<file path="src/rtl/dds_sweep_pkg.sv">
// Shared widths and FSM state encoding for the DDS sweep sequencer.
package dds_sweep_pkg;

  localparam int FW_DEF = 32;
  localparam int PW_DEF = 12;
  localparam int DW_DEF = 16;

  typedef enum logic [1:0] {
    IDLE  = 2'd0,
    DWELL = 2'd1,
    STEP  = 2'd2,
    DONE  = 2'd3
  } sweep_state_t;

endpackage

</file>
<file path="src/rtl/dds_sweep_next.sv">
// Next sweep frequency: cur +/- step in FW+1 bits, clamped to stop on carry/borrow or overshoot.
// Purely combinational, no backpressure.
module dds_sweep_next
  import dds_sweep_pkg::*;
#(
  parameter int FW = FW_DEF
) (
  input  logic [FW-1:0] cur,
  input  logic [FW-1:0] step,
  input  logic [FW-1:0] stop,
  input  logic          dir_dn,
  output logic [FW-1:0] nxt,
  output logic          at_stop
);

  logic [FW:0] w_sum;
  logic [FW:0] w_dif;
  logic        w_clamp;

  always_comb begin
    w_sum = {1'b0, cur} + {1'b0, step};
    w_dif = {1'b0, cur} - {1'b0, step};
    // The extra top bit is the carry (up) or borrow (down); either means we ran past stop.
    if (dir_dn) begin
      w_clamp = w_dif[FW] || (w_dif[FW-1:0] <= stop);
    end else begin
      w_clamp = w_sum[FW] || (w_sum[FW-1:0] >= stop);
    end
    if (w_clamp) begin
      nxt = stop;
    end else if (dir_dn) begin
      nxt = w_dif[FW-1:0];
    end else begin
      nxt = w_sum[FW-1:0];
    end
    at_stop = w_clamp;
  end

endmodule

</file>
<file path="src/rtl/dds_sweep_ctrl.sv">
// Linear Fword sweep sequencer feeding the dds core; each frequency held max(dwell,1)+1 cycles.
// Config accepted only in IDLE (cfg_ready); abort wins over everything. Optional: DDS_SWEEP_PHASE_STEP_EN.
module dds_sweep_ctrl
  import dds_sweep_pkg::*;
#(
  parameter int FW = FW_DEF,
  parameter int PW = PW_DEF,
  parameter int DW = DW_DEF
) (
  input  logic          clk,
  input  logic          rst_n,
  input  logic          cfg_valid,
  output logic          cfg_ready,
  input  logic [FW-1:0] cfg_f_start,
  input  logic [FW-1:0] cfg_f_stop,
  input  logic [FW-1:0] cfg_f_step,
  input  logic [DW-1:0] cfg_dwell,
  input  logic [PW-1:0] cfg_pword,
  input  logic          cfg_cont,
`ifdef DDS_SWEEP_PHASE_STEP_EN
  input  logic [PW-1:0] cfg_p_step,
`endif
  input  logic          start,
  input  logic          abort,
  output logic [FW-1:0] Fword,
  output logic [PW-1:0] Pword,
  output logic          busy,
  output logic          step_strobe,
  output logic          sweep_done
);

  localparam logic [DW-1:0] DW_ONE = {{(DW-1){1'b0}}, 1'b1};

  function automatic logic [DW-1:0] dwell_cnt(input logic [DW-1:0] d);
    return (d == '0) ? '0 : (d - DW_ONE);
  endfunction

  logic [FW-1:0] r_f_start;
  logic [FW-1:0] r_f_stop;
  logic [FW-1:0] r_f_step;
  logic [DW-1:0] r_dwell;
  logic [PW-1:0] r_cfg_pword;
  logic          r_cont;
  logic          r_dir_dn;
`ifdef DDS_SWEEP_PHASE_STEP_EN
  logic [PW-1:0] r_p_step;
`endif

  sweep_state_t  r_state;
  logic [FW-1:0] r_fword;
  logic [PW-1:0] r_pword;
  logic          r_busy;
  logic          r_strobe;
  logic          r_done;
  logic [DW-1:0] r_cnt;

  sweep_state_t  w_state_nxt;
  logic [FW-1:0] w_fword_nxt;
  logic [PW-1:0] w_pword_nxt;
  logic          w_busy_nxt;
  logic          w_strobe_nxt;
  logic          w_done_nxt;
  logic [DW-1:0] w_cnt_nxt;

  logic          w_cfg_rdy;
  logic          w_cfg_acc;
  logic [FW-1:0] w_ld_f_start;
  logic [DW-1:0] w_ld_dwell;
  logic [PW-1:0] w_ld_pword;
  logic [PW-1:0] w_pword_step;
  logic [FW-1:0] w_nxt;
  logic          w_at_stop;

  assign w_cfg_rdy = (r_state == IDLE);
  assign w_cfg_acc = cfg_valid && w_cfg_rdy;

  // A start arriving with a config uses the incoming fields, not the stale latched ones.
  assign w_ld_f_start = w_cfg_acc ? cfg_f_start : r_f_start;
  assign w_ld_dwell   = w_cfg_acc ? cfg_dwell   : r_dwell;
  assign w_ld_pword   = w_cfg_acc ? cfg_pword   : r_cfg_pword;

`ifdef DDS_SWEEP_PHASE_STEP_EN
  assign w_pword_step = r_pword + r_p_step;
`else
  assign w_pword_step = r_pword;
`endif

  always_ff @(posedge clk) begin
    if (!rst_n) begin
      r_f_start   <= '0;
      r_f_stop    <= '0;
      r_f_step    <= '0;
      r_dwell     <= '0;
      r_cfg_pword <= '0;
      r_cont      <= 1'b0;
      r_dir_dn    <= 1'b0;
`ifdef DDS_SWEEP_PHASE_STEP_EN
      r_p_step    <= '0;
`endif
    end else if (w_cfg_acc) begin
      r_f_start   <= cfg_f_start;
      r_f_stop    <= cfg_f_stop;
      r_f_step    <= cfg_f_step;
      r_dwell     <= cfg_dwell;
      r_cfg_pword <= cfg_pword;
      r_cont      <= cfg_cont;
      r_dir_dn    <= (cfg_f_start > cfg_f_stop);
`ifdef DDS_SWEEP_PHASE_STEP_EN
      r_p_step    <= cfg_p_step;
`endif
    end
  end

  dds_sweep_next #(
    .FW (FW)
  ) u_next (
    .cur     (r_fword),
    .step    (r_f_step),
    .stop    (r_f_stop),
    .dir_dn  (r_dir_dn),
    .nxt     (w_nxt),
    .at_stop (w_at_stop)
  );

  always_comb begin
    w_state_nxt  = r_state;
    w_fword_nxt  = r_fword;
    w_pword_nxt  = r_pword;
    w_busy_nxt   = r_busy;
    w_strobe_nxt = 1'b0;
    w_done_nxt   = 1'b0;
    w_cnt_nxt    = r_cnt;
    if (abort) begin
      w_state_nxt = IDLE;
      w_busy_nxt  = 1'b0;
    end else begin
      case (r_state)
        IDLE: begin
          if (start) begin
            w_state_nxt  = DWELL;
            w_fword_nxt  = w_ld_f_start;
            w_pword_nxt  = w_ld_pword;
            w_busy_nxt   = 1'b1;
            w_strobe_nxt = 1'b1;
            w_cnt_nxt    = dwell_cnt(w_ld_dwell);
          end
        end
        DWELL: begin
          if (r_cnt != '0) begin
            w_cnt_nxt = r_cnt - DW_ONE;
          end else if (!r_cont && ((r_fword == r_f_stop) || (r_f_step == '0))) begin
            // A zero step can never reach stop, so a single sweep ends after one dwell.
            w_state_nxt = DONE;
            w_done_nxt  = 1'b1;
          end else begin
            w_state_nxt = STEP;
          end
        end
        STEP: begin
          w_state_nxt = DWELL;
          w_cnt_nxt   = dwell_cnt(r_dwell);
          w_pword_nxt = w_pword_step;
          if (r_fword == r_f_stop) begin
            w_fword_nxt  = r_f_start;
            w_strobe_nxt = (r_f_start != r_f_stop);
          end else begin
            w_fword_nxt  = w_nxt;
            w_strobe_nxt = w_at_stop || (r_f_step != '0);
          end
        end
        DONE: begin
          w_state_nxt = IDLE;
          w_busy_nxt  = 1'b0;
        end
        default: begin
          w_state_nxt = IDLE;
          w_busy_nxt  = 1'b0;
        end
      endcase
    end
  end

  always_ff @(posedge clk) begin
    if (!rst_n) begin
      r_state  <= IDLE;
      r_fword  <= '0;
      r_pword  <= '0;
      r_busy   <= 1'b0;
      r_strobe <= 1'b0;
      r_done   <= 1'b0;
      r_cnt    <= '0;
    end else begin
      r_state  <= w_state_nxt;
      r_fword  <= w_fword_nxt;
      r_pword  <= w_pword_nxt;
      r_busy   <= w_busy_nxt;
      r_strobe <= w_strobe_nxt;
      r_done   <= w_done_nxt;
      r_cnt    <= w_cnt_nxt;
    end
  end

  assign cfg_ready   = w_cfg_rdy;
  assign Fword       = r_fword;
  assign Pword       = r_pword;
  assign busy        = r_busy;
  assign step_strobe = r_strobe;
  assign sweep_done  = r_done;

endmodule

</file>
<file path="config.mk">
export PLATFORM = sky130hd
export DESIGN_NAME = dds_sweep_ctrl
export DESIGN_NICKNAME = d
export VERILOG_FILES = /design/src/rtl/dds_sweep_pkg.sv /design/src/rtl/dds_sweep_next.sv /design/src/rtl/dds_sweep_ctrl.sv
export SDC_FILE = /design/constraint.sdc
export NUM_CORES = 1
export LEC_CHECK = 0
export CORE_MARGIN = 2
export CORE_UTILIZATION = 64
export DETAILED_ROUTE_END_ITERATION = 16
export DONT_BUFFER_PORTS = 1
export HOLD_SLACK_MARGIN = 0.15
export PLACE_DENSITY = 0.8
export SLEW_MARGIN = 20
export SYNTH_ARGS = -nofsm -noshare
export SYNTH_HDL_FRONTEND = slang
export SYNTH_SLANG_ARGS = --single-unit
</file>
<file path="constraint.sdc">
create_clock -name clk -period 6.7 [get_ports clk]
set_clock_uncertainty 0.15 [all_clocks]
set_input_delay 1.675 -clock clk [delete_from_list [all_inputs] [get_ports clk]]
set_output_delay 1.675 -clock clk [all_outputs]
set_load 0.005 [all_outputs]
</file>
# ---- After elaboration in Yosys (flattened, before gate mapping)
# Index checks and enable logic that the tools add are counted.
dict set report totals {
  in_bits 130
  elab_cells 80
  reg_bits 191
}
dict set report op_classes {
  mux 24
  reduce_logical 23
  eq_ne 8
  addsub 5
  magnitude_cmp 3
  n_bitwise 3
}
# cell n
set op_table {}
lappend op_table {{32-bit two-way mux} 5}
lappend op_table {{16-bit two-way mux} 5}
lappend op_table {{32-bit case mux with 2 select lines} 1}
lappend op_table {{16-bit case mux with 3 select lines} 1}
lappend op_table {{16-bit by 1-bit subtractor with 16-bit output, second input constant} 3}
lappend op_table {{32-bit by 32-bit adder with 33-bit output} 1}
lappend op_table {{32-bit by 32-bit subtractor with 33-bit output} 1}
lappend op_table {{32-bit == test} 1}
lappend op_table {{32-bit >= comparator} 1}
lappend op_table {{32-bit greater-than comparator} 1}
lappend op_table {{32-bit less-or-equal comparator} 1}
lappend op_table {{16-bit zero test} 2}
lappend op_table {{32-bit zero test} 1}
lappend op_table {{32-bit inequality test} 1}
lappend op_table {{32-bit nonzero test} 1}
lappend op_table {{16-bit nonzero test} 1}
lappend op_table {{12-bit two-way mux} 1}
lappend op_table {{2-bit case mux with 4 select lines} 1}
lappend op_table {{1-bit two-way mux} 6}
lappend op_table {{2-bit inequality test, second input constant} 3}
lappend op_table {{3-bit AND reduction} 2}
lappend op_table {{2-bit == test, second input constant} 2}
lappend op_table {{1-bit logical OR} 4}
lappend op_table {{2-bit two-way mux} 2}
lappend op_table {{12 further kinds} 18}

# ---- Logic depth before layout (Yosys ltp)
dict set report depth {
  word_depth 7
  depth_mapped 26
  ltp_nobuf 24
}

# ---- Modules after synthesis
# Synthesis repeated with hierarchy kept, for this count alone.
dict set report hier_totals {
  hier_cells 2204
  hier_area_um2 17042.6
}
# mod instances area_each_um2 cells_each seq_area_each_um2
set by_module_without_submodules {}
lappend by_module_without_submodules {dds_sweep_ctrl 1 10924.2 1347 3823.7}
lappend by_module_without_submodules {dds_sweep_next 1 6118.4 857 0.0}

# ---- Worst setup path after synthesis
# No wires, ideal clock.
dict set report synth_path {
  path_type {reg2reg}
  start {reg r_fword[0] (netlist: Fword[0])}
  end {reg r_fword[10] (netlist: Fword[10])}
  setup_time_ps 115
  setup_slack_ps 2064
  arrival_ps 4371
  period_less_slack_ps 4636
  stages_incl_launch_ff 26
  path_cell_list {dfxtp_1 -> inv_1 -> ha_1 -> inv_1 -> fa_1 -> a211oi_2 -> o211ai_2 -> o211a_4 -> o21a_1 -> a31oi_1 -> o2bb2ai_1 -> nor2_1 -> nor2_1 -> nor2_1 -> xnor2_1 -> ha_1 -> nand4_1 -> nor3_1 -> a221oi_1 -> o21ai_0 -> a31oi_1 -> or3_4 -> buf_6 -> a221oi_2 -> o31ai_1 -> o21a_1}
}
dict set report synth_between {
  elab_chain_len 7
  elab_cells_between_ends 12
}
# element line
set synth_lines {}
lappend synth_lines {{from (decl)} dds_sweep_ctrl.sv:50} ;# logic [FW-1:0] r_fword;
lappend synth_lines {{from (signal assigned)} dds_sweep_ctrl.sv:194} ;# r_fword <= w_fword_nxt;
lappend synth_lines {{32-bit by 32-bit adder with 33-bit output / 32-bit by 32-bit subtractor with 33-bit output (equally long branches)} {dds_sweep_next.sv:21, dds_sweep_next.sv:22}}
lappend synth_lines {{32-bit >= comparator / 32-bit less-or-equal comparator (equally long branches)} {dds_sweep_next.sv:27, dds_sweep_next.sv:25}}
lappend synth_lines {{1-bit logical OR, on equally long branches} {dds_sweep_next.sv:27, dds_sweep_next.sv:25}}
lappend synth_lines {{1-bit two-way mux} dds_sweep_next.sv:24} ;# if (dir_dn) begin
lappend synth_lines {{32-bit two-way mux} dds_sweep_next.sv:29} ;# if (w_clamp) begin
lappend synth_lines {{32-bit two-way mux *} dds_sweep_ctrl.sv:163} ;# if (r_fword == r_f_stop) begin
lappend synth_lines {{32-bit case mux with 2 select lines *} dds_sweep_ctrl.sv:137} ;# case (r_state)
# Every way passes the cells marked *; elsewhere a longest branch is shown, timed or not.
# A chain may end at the register's enable or synchronous reset.

# ---- Final worst setup path
dict set report layout_path {
  start {reg r_f_step[15]}
  end {reg r_fword[9] (netlist: Fword[9])}
}
dict set report layout_between {
  elab_chain_len 7
  elab_cells_between_ends 10
}
# element line
set layout_lines {}
lappend layout_lines {{from (decl)} dds_sweep_ctrl.sv:40} ;# logic [FW-1:0] r_f_step;
lappend layout_lines {{from (signal assigned)} dds_sweep_ctrl.sv:103} ;# r_f_step <= cfg_f_step;
lappend layout_lines {{32-bit by 32-bit adder with 33-bit output / 32-bit by 32-bit subtractor with 33-bit output (equally long branches)} {dds_sweep_next.sv:21, dds_sweep_next.sv:22}}
lappend layout_lines {{32-bit >= comparator / 32-bit less-or-equal comparator (equally long branches)} {dds_sweep_next.sv:27, dds_sweep_next.sv:25}}
lappend layout_lines {{1-bit logical OR, on equally long branches} {dds_sweep_next.sv:27, dds_sweep_next.sv:25}}
lappend layout_lines {{1-bit two-way mux *} dds_sweep_next.sv:24}
lappend layout_lines {{32-bit two-way mux *} dds_sweep_next.sv:29}
lappend layout_lines {{32-bit two-way mux *} dds_sweep_ctrl.sv:163}
lappend layout_lines {{32-bit case mux with 2 select lines *} dds_sweep_ctrl.sv:137}
# Marks and branches as above.

==> results.sh <==
export IMPL_min_path_type="flip-flop to flip-flop"
export IMPL_worstPathCellList="inv_1 > ha_1 > inv_2 > a21oi_1 > o31ai_1 > a221oi_2 > nand3_2 > a41oi_4 > o31ai_2 > a21oi_1 > o21ai_0 > xnor2_1 > ha_1 > nand4_1 > or2_2 > o41ai_1 > o21bai_1 > nand2_2 > buf_4 > a211o_1 > a21oi_1"
export IMPL_rows=58
export IMPL_cts_buffers=17
export IMPL_synth_common_cells="nand2_1, dfxtp_1, ha_1"
export IMPL_synth_edf_count=0
export IMPL_via_per_inst=6.63
export IMPL_leakagePower_uw=0.00739
export IMPL_vias=15800
export IMPL_nFillCells=2100
export IMPL_cp_start_kind="flip-flop"
export IMPL_grt_pass1_wl_um=82400
export IMPL_synth_seq_area_share_pct=23.3
export IMPL_clockPowerShare_pct=28.4
export IMPL_start_util_pct=65.2
export IMPL_nNetsFinal=2345
export IMPL_yosys_warnings=0
export IMPL_crit_buf_inv=3
export IMPL_fin_crit_ns=6.24
export IMPL_synthesis_area_sq_um=16400
export IMPL_ctsHtreeMaxLevel=4
export IMPL_arrival_ns=6.39
export IMPL_grt_use_total_pct=39.2
export IMPL_cts_resized=0
export IMPL_synthArstFlopShare_pct=0
export IMPL_rsz0062_at_grt="false"
export IMPL_pin_count=178
export IMPL_fin_ws_ns=0.458
export IMPL_synth_area_top_cells="dfxtp_1, ha_1, nand2_1"
export IMPL_syn_instance_count=2106
export IMPL_clkTransAtPathRegs_ns=0.10
export IMPL_crit_fanout=22
export IMPL_wirelength_um=53500
export IMPL_grtUsageMet3_pct=8.01
export IMPL_numPortBuffers=0
export IMPL_firstDrtPassIters=8
export IMPL_post_route_util_pct=68.6
export IMPL_drtAntennaViolNets=0
export IMPL_criticalPathCategory="flip-flop to flip-flop"
export IMPL_fin_crit_sh_pct=93.2
export IMPL_die_area_sq_um=27000
export IMPL_wl_per_cell_um=22.4
export IMPL_synth_top_area_cell="dfxtp_1"
export IMPL_status="complete, no violations"
export IMPL_critical_path_top_delay_family="compound AO/OA/AOI/OAI gates"
export IMPL_gp_congestion=1.04
export IMPL_crit_top_cell="a21oi_1"
export IMPL_globalRouteOverflowTotal=0
export IMPL_post_route_drc_count=0
export IMPL_yosysMostFrequentCell="nand2_1"
export IMPL_power_density_nw_per_um2=240
export IMPL_finalSetupTns_ns=0
export IMPL_die_h_um=164
export IMPL_total_power_uw=4150
export IMPL_post_cts_buffers=0
export IMPL_setup_violations=0
export IMPL_post_dp_cell_area_sq_um=16600
export IMPL_relSlewSlack_pct=24.4
export IMPL_ys_ff_latch=191
export IMPL_grt_max_degree=190
export IMPL_stdcell_area_sq_um=17300
export IMPL_yosys_area_top_type_share_pct=23.3
export IMPL_critical_path_max_stage_delay_ns=0.57
export IMPL_timing_fmax_mhz=160
export IMPL_p_sw_uw=1740
export IMPL_max_vdd_ir_drop_mv=0.169
export IMPL_worst_slew_pin_slew_ns=1.13
export IMPL_drive_gt1_share_pct=6.03
export IMPL_power_frac_seq_pct=31.9
export IMPL_clockBufferDepth=2
export IMPL_end_kind="flip-flop"
export IMPL_grtUsageMet2_pct=59.9
export IMPL_p_sw_share_pct=42.0
export IMPL_p_comb_share_pct=39.8
export IMPL_antenna_cells=0
export IMPL_synth_top_flop_cell="dfxtp_1"
export IMPL_grt_antenna_before_repair=1
export IMPL_cp_required_ns=6.85
export IMPL_yosysUniqueCellTypes=93
export IMPL_grt_pass1_vias=14900
export IMPL_cts_tree="done"
export IMPL_drt_iter0_drc=1743
export IMPL_dp_hpwl_um=40800
export IMPL_syn_avg_cell_area_sq_um=7.80
export IMPL_root_buffer="clkbuf_16"
export IMPL_p_int_uw=2410
export IMPL_hold_viol_final=0
export IMPL_place_ws_ns=0.716
export IMPL_syn_num_nets=2406
export IMPL_fp_coreArea_sq_um=25200
export IMPL_clock_sinks=191
export IMPL_postCtsHoldBufs=0
export IMPL_die_width_um=164
export IMPL_busiest_layer="met2"
export IMPL_syn2layout_area_growth_pct=5.11
export IMPL_clk_latency_ns=0.46
export IMPL_cap_violations=0
export IMPL_drv_slew=0
export IMPL_worst_path_max_delay_cell="o21bai_1"
export IMPL_met1_usage_pct=53.9
==> cells in the final DEF (no fill, tap or decap), types with 54 or more instances in the layout <==
| master | netlist | layout |
|---|---|---|
| a21boi_0 | 83 | 83 |
| a21oi_1 | 140 | 139 |
| dfxtp_1 | 191 | 191 |
| ha_1 | 168 | 168 |
| inv_1 | 138 | 138 |
| mux2i_1 | 54 | 54 |
| nand2_1 | 279 | 278 |
| nor2_1 | 115 | 114 |
| nor2b_1 | 58 | 58 |
| o21ai_0 | 74 | 74 |
| xnor2_1 | 116 | 116 |
| xor2_1 | 58 | 58 |
==> final timing paths <==
kind | cells past startpoint | slack [ns] | endpoint | start
hold reg to reg | 2 | 0.36 | r_cont | r_cont
setup reg to reg | 21 | 0.46 | Fword[9] | r_f_step[15]
setup / recovery | 21 | 0.46 | Fword[9] | r_f_step[15]
hold / removal | 2 | 0.36 | r_cont | r_cont
==> cell type report <==
class	count	area, sq um	share of cell area, %
clock inverter	15	245	1.42
clock buffer	17	425	2.46
sequential	191	3820	22.1
timing repair buffer	32	240	1.39
tap	330	413	2.39
inverter	144	541	3.13
multi-input combinational	1659	11600	67.1
==> logic make-up (layout without fill, tap and decap cells) <==
kind of cell	Yosys count	count (layout)	synth area share [%]
mux	62	62	3.84
compound gates	577	577	24.8
xor+xnor	174	174	9.28
flops	191	191	23.3
buf+inv	256	208	6.38
simple gates	676	676	19.4
fa+ha+maj	170	170	13.0
==> metal layers <==
layer	vias to the layer above	part of all wire [%]
met1	7405	42
met5	-	0
li1	7328	-
met4	0	4.1
met2	952	43
met3	139	11
==> registers in the layout (all words and copies together) (netlist names) <==
signal,cells
r_dwell,16
busy,1
r_f_step,32
step_strobe,1
sweep_done,1
r_state,2
r_cont,1
r_cnt,16
r_f_stop,32
r_f_start,32
Fword,32
r_cfg_pword,12
r_dir_dn,1
Pword,12
==> power by group through the flow <==
stage,combinational (uW),sequential (uW),clock [uW]
global placement,1560,1340,0
finish,1650,1320,1180
floorplan,1230,1310,0
CTS,1600,1320,1190
detailed placement,1590,1340,0
global route,1800,1330,1220
==> through the flow <==
stage / hold slack (ns) / std cells
6_report: 0.359 / 2388
5_1_grt: 0.379 / 2388
4_1_cts: 0.354 / 2388
3_5_place_dp: 0.319 / 2356
3_3_place_gp: 0.306 / 2356
2_1_floorplan: 0.293 / 2106
==> worst min-delay path: stages, from the launching register on <==
cell and delay [ns]:
dfxtp_1 0.32, nand2_1 0.06, a21boi_0 0.08
Power figures use the tool's default switching activity.
